### src/rtl/pwm_capture.sv
// PWM receiver: synchronizes an asynchronous PWM line, measures high time and period in clk
// cycles, and flags a line that stays stuck high or low for TIMEOUT cycles.
module pwm_capture #(
    parameter int unsigned CNT_W       = 16,
    parameter int unsigned TIMEOUT     = 1000,
    parameter int unsigned SYNC_STAGES = 2
) (
    input  logic             clk,
    input  logic             rst,
    input  logic             enable,
    input  logic             pwm_in,
    output logic [CNT_W-1:0] period,
    output logic [CNT_W-1:0] high_time,
    output logic             meas_valid,
    output logic             stuck_high,
    output logic             stuck_low
);

    typedef enum logic [2:0] {StIdle, StArm, StHigh, StLow, StWaitLow} state_e;

    localparam logic [CNT_W-1:0] TimeoutVal = CNT_W'(TIMEOUT);
    localparam logic [CNT_W-1:0] CntOne     = CNT_W'(1);

    logic [SYNC_STAGES-1:0] sync_q;
    logic                   prev_q;
    logic                   s, rise, fall;

    state_e           state_q, state_d;
    logic [CNT_W-1:0] cnt_q, cnt_d, cnt_inc;
    logic [CNT_W-1:0] hlat_q, hlat_d;
    logic [CNT_W-1:0] period_q, period_d;
    logic [CNT_W-1:0] high_q, high_d;
    logic             valid_q, valid_d;
    logic             sh_q, sh_d;
    logic             sl_q, sl_d;

    assign s    = sync_q[SYNC_STAGES-1];
    assign rise = s & ~prev_q;
    assign fall = ~s & prev_q;

    // Saturate so a fall landing exactly on TIMEOUT cannot push cnt past it.
    assign cnt_inc = (cnt_q == TimeoutVal) ? cnt_q : cnt_q + CntOne;

    always_ff @(posedge clk) begin
        if (rst) begin
            sync_q   <= '0;
            prev_q   <= 1'b0;
            state_q  <= StIdle;
            cnt_q    <= '0;
            hlat_q   <= '0;
            period_q <= '0;
            high_q   <= '0;
            valid_q  <= 1'b0;
            sh_q     <= 1'b0;
            sl_q     <= 1'b0;
        end else begin
            sync_q   <= {sync_q[SYNC_STAGES-2:0], pwm_in};
            prev_q   <= s;
            state_q  <= state_d;
            cnt_q    <= cnt_d;
            hlat_q   <= hlat_d;
            period_q <= period_d;
            high_q   <= high_d;
            valid_q  <= valid_d;
            sh_q     <= sh_d;
            sl_q     <= sl_d;
        end
    end

    always_comb begin
        state_d  = state_q;
        cnt_d    = cnt_q;
        hlat_d   = hlat_q;
        period_d = period_q;
        high_d   = high_q;
        valid_d  = 1'b0;
        sh_d     = sh_q;
        sl_d     = sl_q;
        if (!enable) begin
            state_d = StIdle;
            cnt_d   = '0;
            sh_d    = 1'b0;
            sl_d    = 1'b0;
        end else begin
            unique case (state_q)
                StIdle: begin
                    cnt_d   = '0;
                    state_d = StArm;
                end
                StArm: begin
                    if (rise) begin
                        cnt_d   = CntOne;
                        sl_d    = 1'b0;
                        state_d = StHigh;
                    end
                end
                StHigh: begin
                    if (fall) begin
                        hlat_d  = cnt_q;
                        cnt_d   = cnt_inc;
                        state_d = StLow;
                    end else if (cnt_q == TimeoutVal) begin
                        sh_d    = 1'b1;
                        cnt_d   = '0;
                        state_d = StWaitLow;
                    end else begin
                        cnt_d = cnt_inc;
                    end
                end
                StLow: begin
                    if (rise) begin
                        period_d = cnt_q;
                        high_d   = hlat_q;
                        valid_d  = 1'b1;
                        cnt_d    = CntOne;
                        state_d  = StHigh;
                    end else if (cnt_q == TimeoutVal) begin
                        sl_d    = 1'b1;
                        cnt_d   = '0;
                        state_d = StArm;
                    end else begin
                        cnt_d = cnt_inc;
                    end
                end
                StWaitLow: begin
                    if (fall) begin
                        sh_d    = 1'b0;
                        state_d = StArm;
                    end
                end
                default: state_d = StIdle;
            endcase
        end
    end

    assign period     = period_q;
    assign high_time  = high_q;
    assign meas_valid = valid_q;
    assign stuck_high = sh_q;
    assign stuck_low  = sl_q;

endmodule

### config.mk
export PLATFORM = sky130hd
export DESIGN_NAME = pwm_capture
export DESIGN_NICKNAME = d
export VERILOG_FILES = /design/src/rtl/pwm_capture.sv
export SDC_FILE = /design/constraint.sdc
export NUM_CORES = 1
export LEC_CHECK = 0
export BUFFER_PORTS_ARGS = -buffer_cell sky130_fd_sc_hd__buf_2
export CORE_ASPECT_RATIO = 0.75
export CORE_MARGIN = 2
export CORE_UTILIZATION = 45
export CTS_BUF_LIST = sky130_fd_sc_hd__clkbuf_4 sky130_fd_sc_hd__clkbuf_8
export DETAILED_ROUTE_END_ITERATION = 8
export SLEW_MARGIN = 20
export SYNTH_ARGS = -nofsm -noshare
export SYNTH_HDL_FRONTEND = slang
export SYNTH_SLANG_ARGS = --single-unit
export TNS_END_PERCENT = 100
### constraint.sdc
create_clock -name clk -period 2.56 [get_ports clk]
set_input_delay 0.256 -clock clk [delete_from_list [all_inputs] [get_ports clk]]
set_output_delay 0.256 -clock clk [all_outputs]
set_load 0.02 [all_outputs]
### Word-level counts from Yosys, hierarchy flattened

Index checks and enable logic that the tools add are counted.

| storage, ports and cells | value |
|---|---|
| input bits | 4 |
| logic and storage cells | 63 |
| register bits after elaboration | 73 |

| cells by class | value |
|---|---|
| bitwise operators | 6 |
| equality and inequality tests | 13 |
| multiplexer cells | 21 |
| add/sub/neg operators | 1 |
| reductions and logical operators | 12 |

Operators by type and width:

| kind | count |
|---|---|
| $mux 16 | 5 |
| $pmux 16 s4 | 1 |
| $mux 3 | 6 |
| $add 16x1->16 const B | 1 |
| $eq 16x10->1 const B | 1 |
| $pmux 3 s5 | 1 |
| $ne 2x2->1 const B | 6 |
| $reduce_and 4->1 | 3 |
| $eq 3x2->1 const B | 2 |
| $mux 1 | 6 |
| $ne 3x3->1 const B | 2 |
| $reduce_and 3->1 | 2 |
| $not 1->1 | 4 |
| $pmux 1 s2 | 2 |
| $reduce_bool 2->1 | 2 |
| $reduce_bool 4->1 | 1 |
| $eq 3x1->1 const B | 1 |
| $eq 3x3->1 const B | 1 |
| $logic_not 3->1 | 1 |
| $reduce_or 3->1 | 1 |
| $and 1x1->1 | 2 |
| $reduce_and 2->1 | 1 |
| $reduce_or 2->1 | 1 |

### Logic depth before layout (Yosys ltp)

Gate-level depths: netlist (run 1).

| logic depth | value |
|---|---|
| depth after elaboration | 5 |
| mapped depth | 10 |
| gate-level depth less buffers | 10 |

### Least setup slack after synthesis (run 1)

OpenSTA, ideal clock, no wires.

| timing path | value |
|---|---|
| path kind | reg-to-reg |
| start | register cnt_q[2] |
| end | register cnt_q[0] |
| arrival time | 2.151 ns |
| path buffers | 1 |
| setup slack | 0.322 ns |
| stages on the path, launching flop included | 9 |
| required time | 2.473 ns |
| setup time | 0.087 ns |
| path through | dfxtp_1 buf_2 or4_4 nor4_4 inv_2 ha_1 o22ai_1 a22oi_1 o31ai_1 |

| between the ends | value |
|---|---|
| longest elaborated chain between the ends | 5 |
| elaborated cells on any way between the ends | 6 |
| classes of those cells | eq/ne (1); mux (5) |

RTL lines:

| what | RTL line | RTL |
|---|---|---|
| from (decl) | 29 | `logic [CNT_W-1:0] cnt_q, cnt_d, cnt_inc;` |
| from (signal assigned) | 60 | `cnt_q <= cnt_d;` |
| $eq 16x10->1 (*) | 42, 102, 117 |  |
| $mux 16 | 42 | `assign cnt_inc = (cnt_q == TimeoutVal) ? cnt_q : cnt_q + CntOne;` |
| $mux 16 | 102, 117 |  |
| $mux 16 (on tied branches) | 111, 98 |  |
| $pmux 16 s4 (*) | 85 | `unique case (state_q)` |

Every way passes the cells marked *; elsewhere a longest branch is shown, timed or not.
A chain may end at the register's enable or synchronous reset.

### Final worst setup path (run 1)

Ends and elaborated chain as after synthesis.

==> results.cfg, run 1 <==
[sta]
min_period_over_period_pct = 83.60
worst_pin_slew_ps = 745.9
setup-violations-final = 0
maxSlewViolCount = 0
fin_ws_ps = 419.9
fmax_mhz = 467.3
maxSlewHeadroom_pct = 50.28
skew_ps = 7.076
finalHoldViolations = 0
rsz0062_at_grt = false
setup_tns_ps = 0
period_minus_slack_ps = 2140

[clocking]
post_cts_buffers = 0
clk_path_buf_depth = 2
cts_hold_buf = 0
clk_latency_ps = 350
htreeDepth = 3
postCtsResizedCells = 0
cts_tree = done
cts_made_buffers = 9
clk_pin_slew_ps = 70
clock_sinks = 73
cts_root_buf = clkbuf_8

[route]
avgRoutedWirePerCell_um = 14.46
routed_via_density = 5.416
drt-total-wl_um = 7260
drc = 0
antenna_left = 0
firstDrtPassIters = 4
drtIter0Drc = 125
vias = 2719

[place]
dp_cells = 486
dpl_worst_slack_ps = 445.3
dpl_cell_area_mm2 = 0.003244
post-dp-hpwl_um = 4773
place_congestion = 0.8617
port-buffer-count = 38

[critical_path]
critPathKind = flip-flop to flip-flop
required_ps = 2820
path_depth = 7
critical_path.slowest_cell = or4_4
critPathTopFamily = simple AND/OR/NAND/NOR gates
cp-end-kind = flip-flop
r2r-end = cnt_q[0]
rr_worst_depth = 7
cp-start-kind = flip-flop
cp_cell_sequence = or4_4 > nor4_4 > inv_2 > ha_1 > o22ai_1 > a22oi_1 > o31ai_1
path_max_fanout = 9
slowest_delay_ps = 580
rr_startpoint = cnt_q[2]
reg2reg_slack_ps = 420
arrival_ps = 2400
critPathBufInv = 1

[floorplanning]
start_util_pct = 47.00
die_h_um = 74.53
num_rows = 25
die-area_mm2 = 0.007306
io_pins = 39
die_w_um = 98.03
design.core.area_mm2 = 0.006350

[layout]
multi_input_area_mm2 = 0.001390
diodes = 0
final_layout_size_suffix_gt1_share_pct = 16.86
finalInstanceArea_mm2 = 0.003448
syn_to_final_growth_pct = 15.56
regArea_mm2 = 0.001461
nFillCells = 648
instances_no_fill = 502
nets = 423

[pwr]
p_switching_w = 0.0004661
p_clk_share_pct = 43.8
leakagePower_nw = 1.205
netSwitchingFraction_pct = 22.03
p_int_w = 0.001650
irDropWorstVdd_mv = 0.4108
p_comb_share_pct = 2.2
power_density_mw_per_mm2 = 613.7
p_seq_share_pct = 53.9

[min_path]
hold_end = sync_q[0]
hp-start = pwm_in
hp-class = input pin to flip-flop
hold_depth = 2

[synth]
syn_area_mm2 = 0.002984
synth-seq-cells = 73
synth_warnings = 0
syn_nets = 393
synth_edf_count = 0
syn_inst = 386
yosysSeqAreaShare_pct = 48.97
ys_types = 38
avgSynthCellArea_um2 = 7.731
async_flop_share_pct = 0
ys.flop_type = dfxtp_1

[grt]
grt_pass1_wl_um = 11980
top_usage_layer = met2
grt_pass1_vias = 2453
antenna_found_initial = 0
grtUsageMet2_pct = 32.88
grt_use_total_pct = 21.15
grt_max_degree = 50
grt_overflow_total = 0
use_met3_pct = 5.451
grt_util_met1_pct = 28.73

[status]
status = completed

[run]
drv_cap = 0
Yosys cell counts, types with 3 or more instances:
library cell	count	area [um^2]
ha_1	3	37.54
buf_2	3	15.01
nand2_1	122	457.9
nor2b_1	6	37.54
a31oi_1	11	68.82
nand3_1	17	85.08
dfxtp_1	73	1461
nand3b_1	5	37.54
inv_1	4	15.01
o21ai_0	5	25.02
a21oi_1	54	270.3
clkbuf_1	27	101.4
nor2_1	10	37.54
nor3_1	6	30.03
nand4_1	5	31.28
or3_1	8	50.05
power by group through the flow:
stage | combinational [W] | clock (W) | sequential (W)
final | 0.0000476 | 0.000927 | 0.00114
after global routing | 0.0000523 | 0.000991 | 0.00114
after CTS | 0.0000474 | 0.000948 | 0.00114
after detailed placement | 0.0000474 | 0 | 0.00117
after global placement | 0.0000473 | 0 | 0.00117
after floorplan | 0.0000361 | 0 | 0.00117
worst register-to-register path, cell delays in order, from the launching register on:
cell	delay, ps
dfxtp_1	390
or4_4	580
nor4_4	310
inv_2	80
ha_1	270
o22ai_1	110
a22oi_1	110
o31ai_1	190
placed cells by master, fill, tap and decap left out, types with 4 or more instances in the layout:
| cell | n |
|---|---|
| nand2_1 | 122 |
| dfxtp_1 | 73 |
| a21oi_1 | 54 |
| buf_2 | 38 |
| nand3_1 | 17 |
| a31oi_1 | 11 |
| buf_4 | 11 |
| clkbuf_8 | 10 |
| nor2_1 | 9 |
| or3_1 | 8 |
| nor2b_1 | 6 |
| nor3_1 | 6 |
| nand4_1 | 5 |
| nand3b_1 | 5 |
| o21ai_0 | 5 |
| inv_1 | 4 |
area by class of cell:
cell class	count	share of cell area [%]
sequential	73	42.38
timing repair buffer	49	7.910
tap	81	2.939
clock buffer	12	4.427
inverter	5	0.5443
multi-input combinational	278	40.31
clock inverter	4	1.488
worst max-delay path by stage:
stage | from | endpoint | slack, ps
detailed placement | cnt_q[2] | cnt_q[0] | 450
floorplan | cnt_q[2] | cnt_q[0] | 320
global route | cnt_q[0] | cnt_q[13] | 300
finish | cnt_q[2] | cnt_q[0] | 420
global placement | cnt_q[2] | cnt_q[0] | 490
CTS | cnt_q[2] | cnt_q[13] | 420
flip-flops by register name, summed over array words and instances, names as in the netlist:
register and flops:
hlat_q 16, high_time 16, cnt_q 16, state_q 3, meas_valid 1, stuck_low 1, prev_q 1, period 16
sync_q 2, stuck_high 1
logic make-up (layout without fill, tap and decap cells):
logic type               after synthesis  count (layout)  synth area share, %
buffers and inverters                 35              70                4.528
AND/OR/NAND/NOR                      190             190                29.10
XOR/XNOR                               2               2               0.5871
flip-flops                            73              73                48.97
AO/OA/AOI/OAI                         83              83                15.56
adder cells (fa/ha/maj)                3               3                1.258
stage by stage:
step	total power, W	utilization, %	hold WS [ps]
after floorplan	0.001201	-	384.2
after global placement	0.001215	51.09	440.2
after detailed placement	0.001216	51.09	435.3
after CTS	0.002137	54.31	106.2
after global routing	0.002186	54.31	123.0
final	0.002116	54.31	116.1
routing by layer:
metal | share of wire (%) | routed length [um]
met1 | 49 | 3565
met2 | 44 | 3224
met3 | 4.7 | 343
met4 | 1.7 | 126
met5 | 0 | 0
(Power assumes the default switching activity.)
==> run 2, diff against run 1 <==
--- a/config.mk
+++ b/config.mk
@@ -5,12 +5,14 @@
 export SDC_FILE = /design/constraint.sdc
 export NUM_CORES = 1
 export LEC_CHECK = 0
+export ABC_AREA = 1
 export BUFFER_PORTS_ARGS = -buffer_cell sky130_fd_sc_hd__buf_2
 export CORE_ASPECT_RATIO = 0.75
 export CORE_MARGIN = 2
 export CORE_UTILIZATION = 45
 export CTS_BUF_LIST = sky130_fd_sc_hd__clkbuf_4 sky130_fd_sc_hd__clkbuf_8
 export DETAILED_ROUTE_END_ITERATION = 8
+export PLACE_DENSITY = 0.67
 export SLEW_MARGIN = 20
 export SYNTH_ARGS = -nofsm -noshare
 export SYNTH_HDL_FRONTEND = slang
==> constraint.sdc (replaced) <==
create_clock -name clk -period 1.8 [get_ports clk]
set_input_delay 0.18 -clock clk [delete_from_list [all_inputs] [get_ports clk]]
set_output_delay 0.18 -clock clk [all_outputs]
set_load 0.02 [all_outputs]
==> results.cfg, run 2 <==
[sta]
skew_ps = 12.27
period_minus_slack_ps = 1690
finalHoldViolations = 0
worst_pin_slew_ps = 395.6
setup_tns_ps = 0
fmax_mhz = 591.8
rsz0062_at_grt = false
maxSlewViolCount = 0
setup-violations-final = 0
maxSlewHeadroom_pct = 73.63
min_period_over_period_pct = 93.88

[synth]
syn_area_mm2 = 0.003297
netlist.area_leader.share_pct = 44.33
synth_edf_count = 0
synth_common_cells = dfxtp_1, nand2_1, inv_1
yosysSeqAreaShare_pct = 44.33
ys_types = 33
avgSynthCellArea_um2 = 7.597
syn_nets = 441
yosysTopAreaCell = dfxtp_1
syn_inst = 434
synth-seq-cells = 73
ys.flop_type = dfxtp_1
synth_warnings = 0
synth.area.top_cells = dfxtp_1, nand2_1, a21oi_1, o21ai_0, inv_1
async_flop_share_pct = 0
post-synth-top-count-cell = dfxtp_1

[critical_path]
cp-startpoint = cnt_q[1]
required_ps = 2050
slowest_delay_ps = 360
critPathBufInv = 1
path_depth = 11
reg2reg_slack_ps = 110
path_max_fanout = 5
r2r-end = cnt_q[0]
critPathKind = flip-flop to flip-flop
cp-end-kind = flip-flop
critical_path.slowest_cell = dfxtp_1
rr_startpoint = cnt_q[1]
critPathTopFamily = simple AND/OR/NAND/NOR gates
cp_cell_sequence = inv_1 > ha_1 > nand3_1 > nor2_4 > nand2_4 > ha_1 > nand2_1 > o211ai_1 > nand3_1 > nand2_1 > a21oi_1
arrival_ps = 1940
rr_worst_depth = 11
cp-start-kind = flip-flop

[grt]
grt_util_met1_pct = 29.97
grt_overflow_total = 0
grt_pass1_vias = 2785
grtUsageMet2_pct = 31.37
grt_use_total_pct = 21.38
top_usage_layer = met2
antenna_found_initial = 0
grt_pass1_wl_um = 13350
use_met3_pct = 6.589
grt_max_degree = 49

[pwr]
irDropWorstVdd_mv = 0.3235
leakagePower_nw = 1.657
power.total_w = 0.003002
power_density_mw_per_mm2 = 779.3

[clocking]
clk_latency_ps = 360
clk_path_buf_depth = 2
cts_root_buf = clkbuf_8
cts_hold_buf = 0
htreeDepth = 3
cts_made_buffers = 9
cts_tree = done
clock_sinks = 73
clk_pin_slew_ps = 80

[min_path]
hp-class = input pin to flip-flop
hold_depth = 3
hp-start = pwm_in
hold_end = sync_q[0]

[floorplanning]
design.core.area_mm2 = 0.006962
num_rows = 26
io_pins = 39
die_w_um = 102.8
start_util_pct = 47.36
die_h_um = 78.13
die-area_mm2 = 0.008034

[run]
drv_cap = 0

[route]
firstDrtPassIters = 5
routed_via_density = 5.125
drc = 0
avgRoutedWirePerCell_um = 13.66
drt-total-wl_um = 8075
vias = 3029
antenna_left = 0
drtIter0Drc = 186

[place]
dp_cells = 575
dpl_cell_area_mm2 = 0.003674
post-dp-hpwl_um = 5849
port-buffer-count = 38
place_congestion = 0.9537

[layout]
mostFrequentLayoutCells = dfxtp_1, nand2_1, inv_1
finalInstanceArea_mm2 = 0.003852
syn_to_final_growth_pct = 16.85
diodes = 0
final_layout_size_suffix_gt1_share_pct = 24.34
instances_no_fill = 591
fin_util_pct = 55.34
nFillCells = 696
nets = 495
mostFrequentLayoutCell = dfxtp_1

[status]
status = completed
run 2: worst max path at each step:
stage | endpoint | slack [ps]
6_report | cnt_q[0] | 110
5_1_grt | cnt_q[0] | 10
4_1_cts | cnt_q[0] | 90
3_5_place_dp | cnt_q[0] | 110
3_3_place_gp | cnt_q[0] | 150
2_1_floorplan | cnt_q[0] | 110
run 2: routing by layer:
layer  wire length [um]  up-vias
li1                   -     1533
met1               3974     1379
met2               3346      101
met3                623       16
met4                130        0
met5                  0        -
run 2: logic make-up after synthesis:
logic type	share of synthesized area (%)
simple gates	24.97
fa+ha+maj	1.139
flops	44.33
xor+xnor	0.5314
buf+inv	9.563
compound gates	19.47
run 2: per-stage QoR:
stage	hold WS, ps	setup slack, ps
2_1_floorplan	251.2	106.8
3_3_place_gp	377.4	146.6
3_5_place_dp	390.1	107.2
4_1_cts	15.19	88.73
5_1_grt	37.74	10.24
6_report	17.79	110.2
run 2: power breakdown:
part           internal [W]  switching [W]
Sequential          0.00162     0.00000931
Combinational     0.0000564       0.000134
Clock              0.000511       0.000668
run 2: what timing repair did:
action	4_1_cts	5_1_grt
setup endpoints to repair	0	1
gates resized for setup	0	1
buffers inserted	0	0
run 2: final cells by class:
type,instances,area (um^2),area share (%)
clock inverters,7,55.05,1.429
clock buffers,9,123.9,3.215
multi-input cells,289,1520,39.46
well taps,98,122.6,3.183
repair buffers,58,352.8,9.159
inverters,57,216.5,5.619
flip-flops and latches,73,1461,37.93
run 2: tightest hold or removal path, delay by kind of cell:
kind                   cells  cell delay (ps)
and+or+nand+nor            1               60
buffers and inverters      2              100
==> run 3, diff against run 2 <==
--- a/config.mk
+++ b/config.mk
@@ -12,6 +12,7 @@
 export CORE_UTILIZATION = 45
 export CTS_BUF_LIST = sky130_fd_sc_hd__clkbuf_4 sky130_fd_sc_hd__clkbuf_8
 export DETAILED_ROUTE_END_ITERATION = 8
+export MAX_ROUTING_LAYER = met4
 export PLACE_DENSITY = 0.67
 export SLEW_MARGIN = 20
 export SYNTH_ARGS = -nofsm -noshare
==> results.cfg, run 3 (synthesis gave the netlist of run 2 again) <==
[route]
vias = 2988
drtIter0Drc = 158
avgRoutedWirePerCell_um = 13.58
drt-total-wl_um = 8037
drc = 0
antenna_left = 0
firstDrtPassIters = 4
routed_via_density = 5.047

[clocking]
clock_sinks = 73
clk_pin_slew_ps = 80
clk_latency_ps = 350
cts_tree = done
htreeDepth = 3
cts_made_buffers = 9
clk_path_buf_depth = 2
cts_root_buf = clkbuf_8

[grt]
top_usage_layer = met1
grt_pass1_vias = 2724
grt_util_met1_pct = 31.37
grt_overflow_total = 0
use_met3_pct = 5.699
grt_use_total_pct = 21.81
antenna_found_initial = 0
grt_max_degree = 49
grt_pass1_wl_um = 13330
grtUsageMet2_pct = 31.05

[sta]
finalHoldViolations = 0
setup_tns_ps = 0
maxSlewViolCount = 0
fin_hold_ws_ps = 37.01
setup-violations-final = 0
worst_pin_slew_ps = 402.2
min_period_over_period_pct = 93.06
fin_ws_ps = 124.9
maxSlewHeadroom_pct = 73.19
skew_ps = 10.53
period_minus_slack_ps = 1675
fmax_mhz = 597.0
rsz0062_at_grt = false

[floorplanning]
die-area_mm2 = 0.008034
start_util_pct = 47.36
die_h_um = 78.13
num_rows = 26
design.core.area_mm2 = 0.006962
io_pins = 39
die_w_um = 102.8

[place]
post-dp-hpwl_um = 5966
port-buffer-count = 38
dpl_worst_slack_ps = 116.8
dpl_cell_area_mm2 = 0.003674
place_congestion = 0.9111

[layout]
fin_util_pct = 56.40
nets = 496
mostFrequentLayoutCell = dfxtp_1
diodes = 0
finalInstanceArea_mm2 = 0.003926
mostFrequentLayoutCells = dfxtp_1, nand2_1, inv_1
final_layout_size_suffix_gt1_share_pct = 24.70
regArea_mm2 = 0.001463
syn_to_final_growth_pct = 19.09
nFillCells = 688
multi_input_area_mm2 = 0.001520

[critical_path]
required_ps = 2020
cp-start-kind = flip-flop
arrival_ps = 1900
rr_worst_depth = 11
cp-end-kind = flip-flop
critPathKind = flip-flop to flip-flop
path_max_fanout = 5

[min_path]
hp-class = input pin to flip-flop
hold_depth = 2

[pwr]
power_density_mw_per_mm2 = 867.1
irDropWorstVdd_mv = 0.3798
leakagePower_nw = 1.701

[status]
status = completed

[run]
drv_cap = 0
-- run 3: area by class of cell --
cell class,count,area share [%]
Clock buffer,10,3.346
Multi-Input combinational cell,289,38.72
Sequential cell,73,37.25
Inverter,57,5.513
Timing Repair Buffer,59,9.178
Tap cell,98,3.123
Clock inverter,6,2.868
-- run 3: power by group --
| part | internal (W) | switching (W) | leakage [nW] |
|---|---|---|---|
| sequential | 0.00162 | 0.00000897 | 0.589 |
| combinational | 0.0000563 | 0.000129 | 0.987 |
| clock | 0.000944 | 0.000642 | 0.125 |
-- run 3: critical path: stages (launching register included) --
cell      delay, ps
dfxtp_1         440
nand2_1         140
inv_2            80
nand2_2          80
nor2_4          140
nand2_4          60
ha_1            260
nand2_1          50
o211ai_1         90
nand3_1          90
nand2_1          70
a21oi_1          50
-- run 3: final timing paths --
kind             start        end  slack, ps
min                rst  sync_q[1]         40
max           cnt_q[6]   cnt_q[0]        120
min reg2reg  sync_q[0]  sync_q[1]        400
max reg2reg   cnt_q[6]   cnt_q[0]        120
-- run 3: what timing repair did --
action | 4_1_cts | 5_1_grt
hold buffers | 0 | 0
gates resized for setup | 0 | 1
setup buffers | 0 | 1
endpoints found under the setup margin | 0 | 1
hold endpoints to repair | 0 | 0
-- run 3: per-stage QoR --
step	std cells	total power, W
floorplan	434	0.001806
global placement	575	0.001854
detailed placement	575	0.001855
CTS	591	0.003428
global route	592	0.003544
finish	592	0.003404
-- run 3: per-layer routing --
metal	wire, um	up-vias
met5	0	-
met4	87	0
met3	547	9
met2	3335	97
met1	4066	1345
li1	-	1537
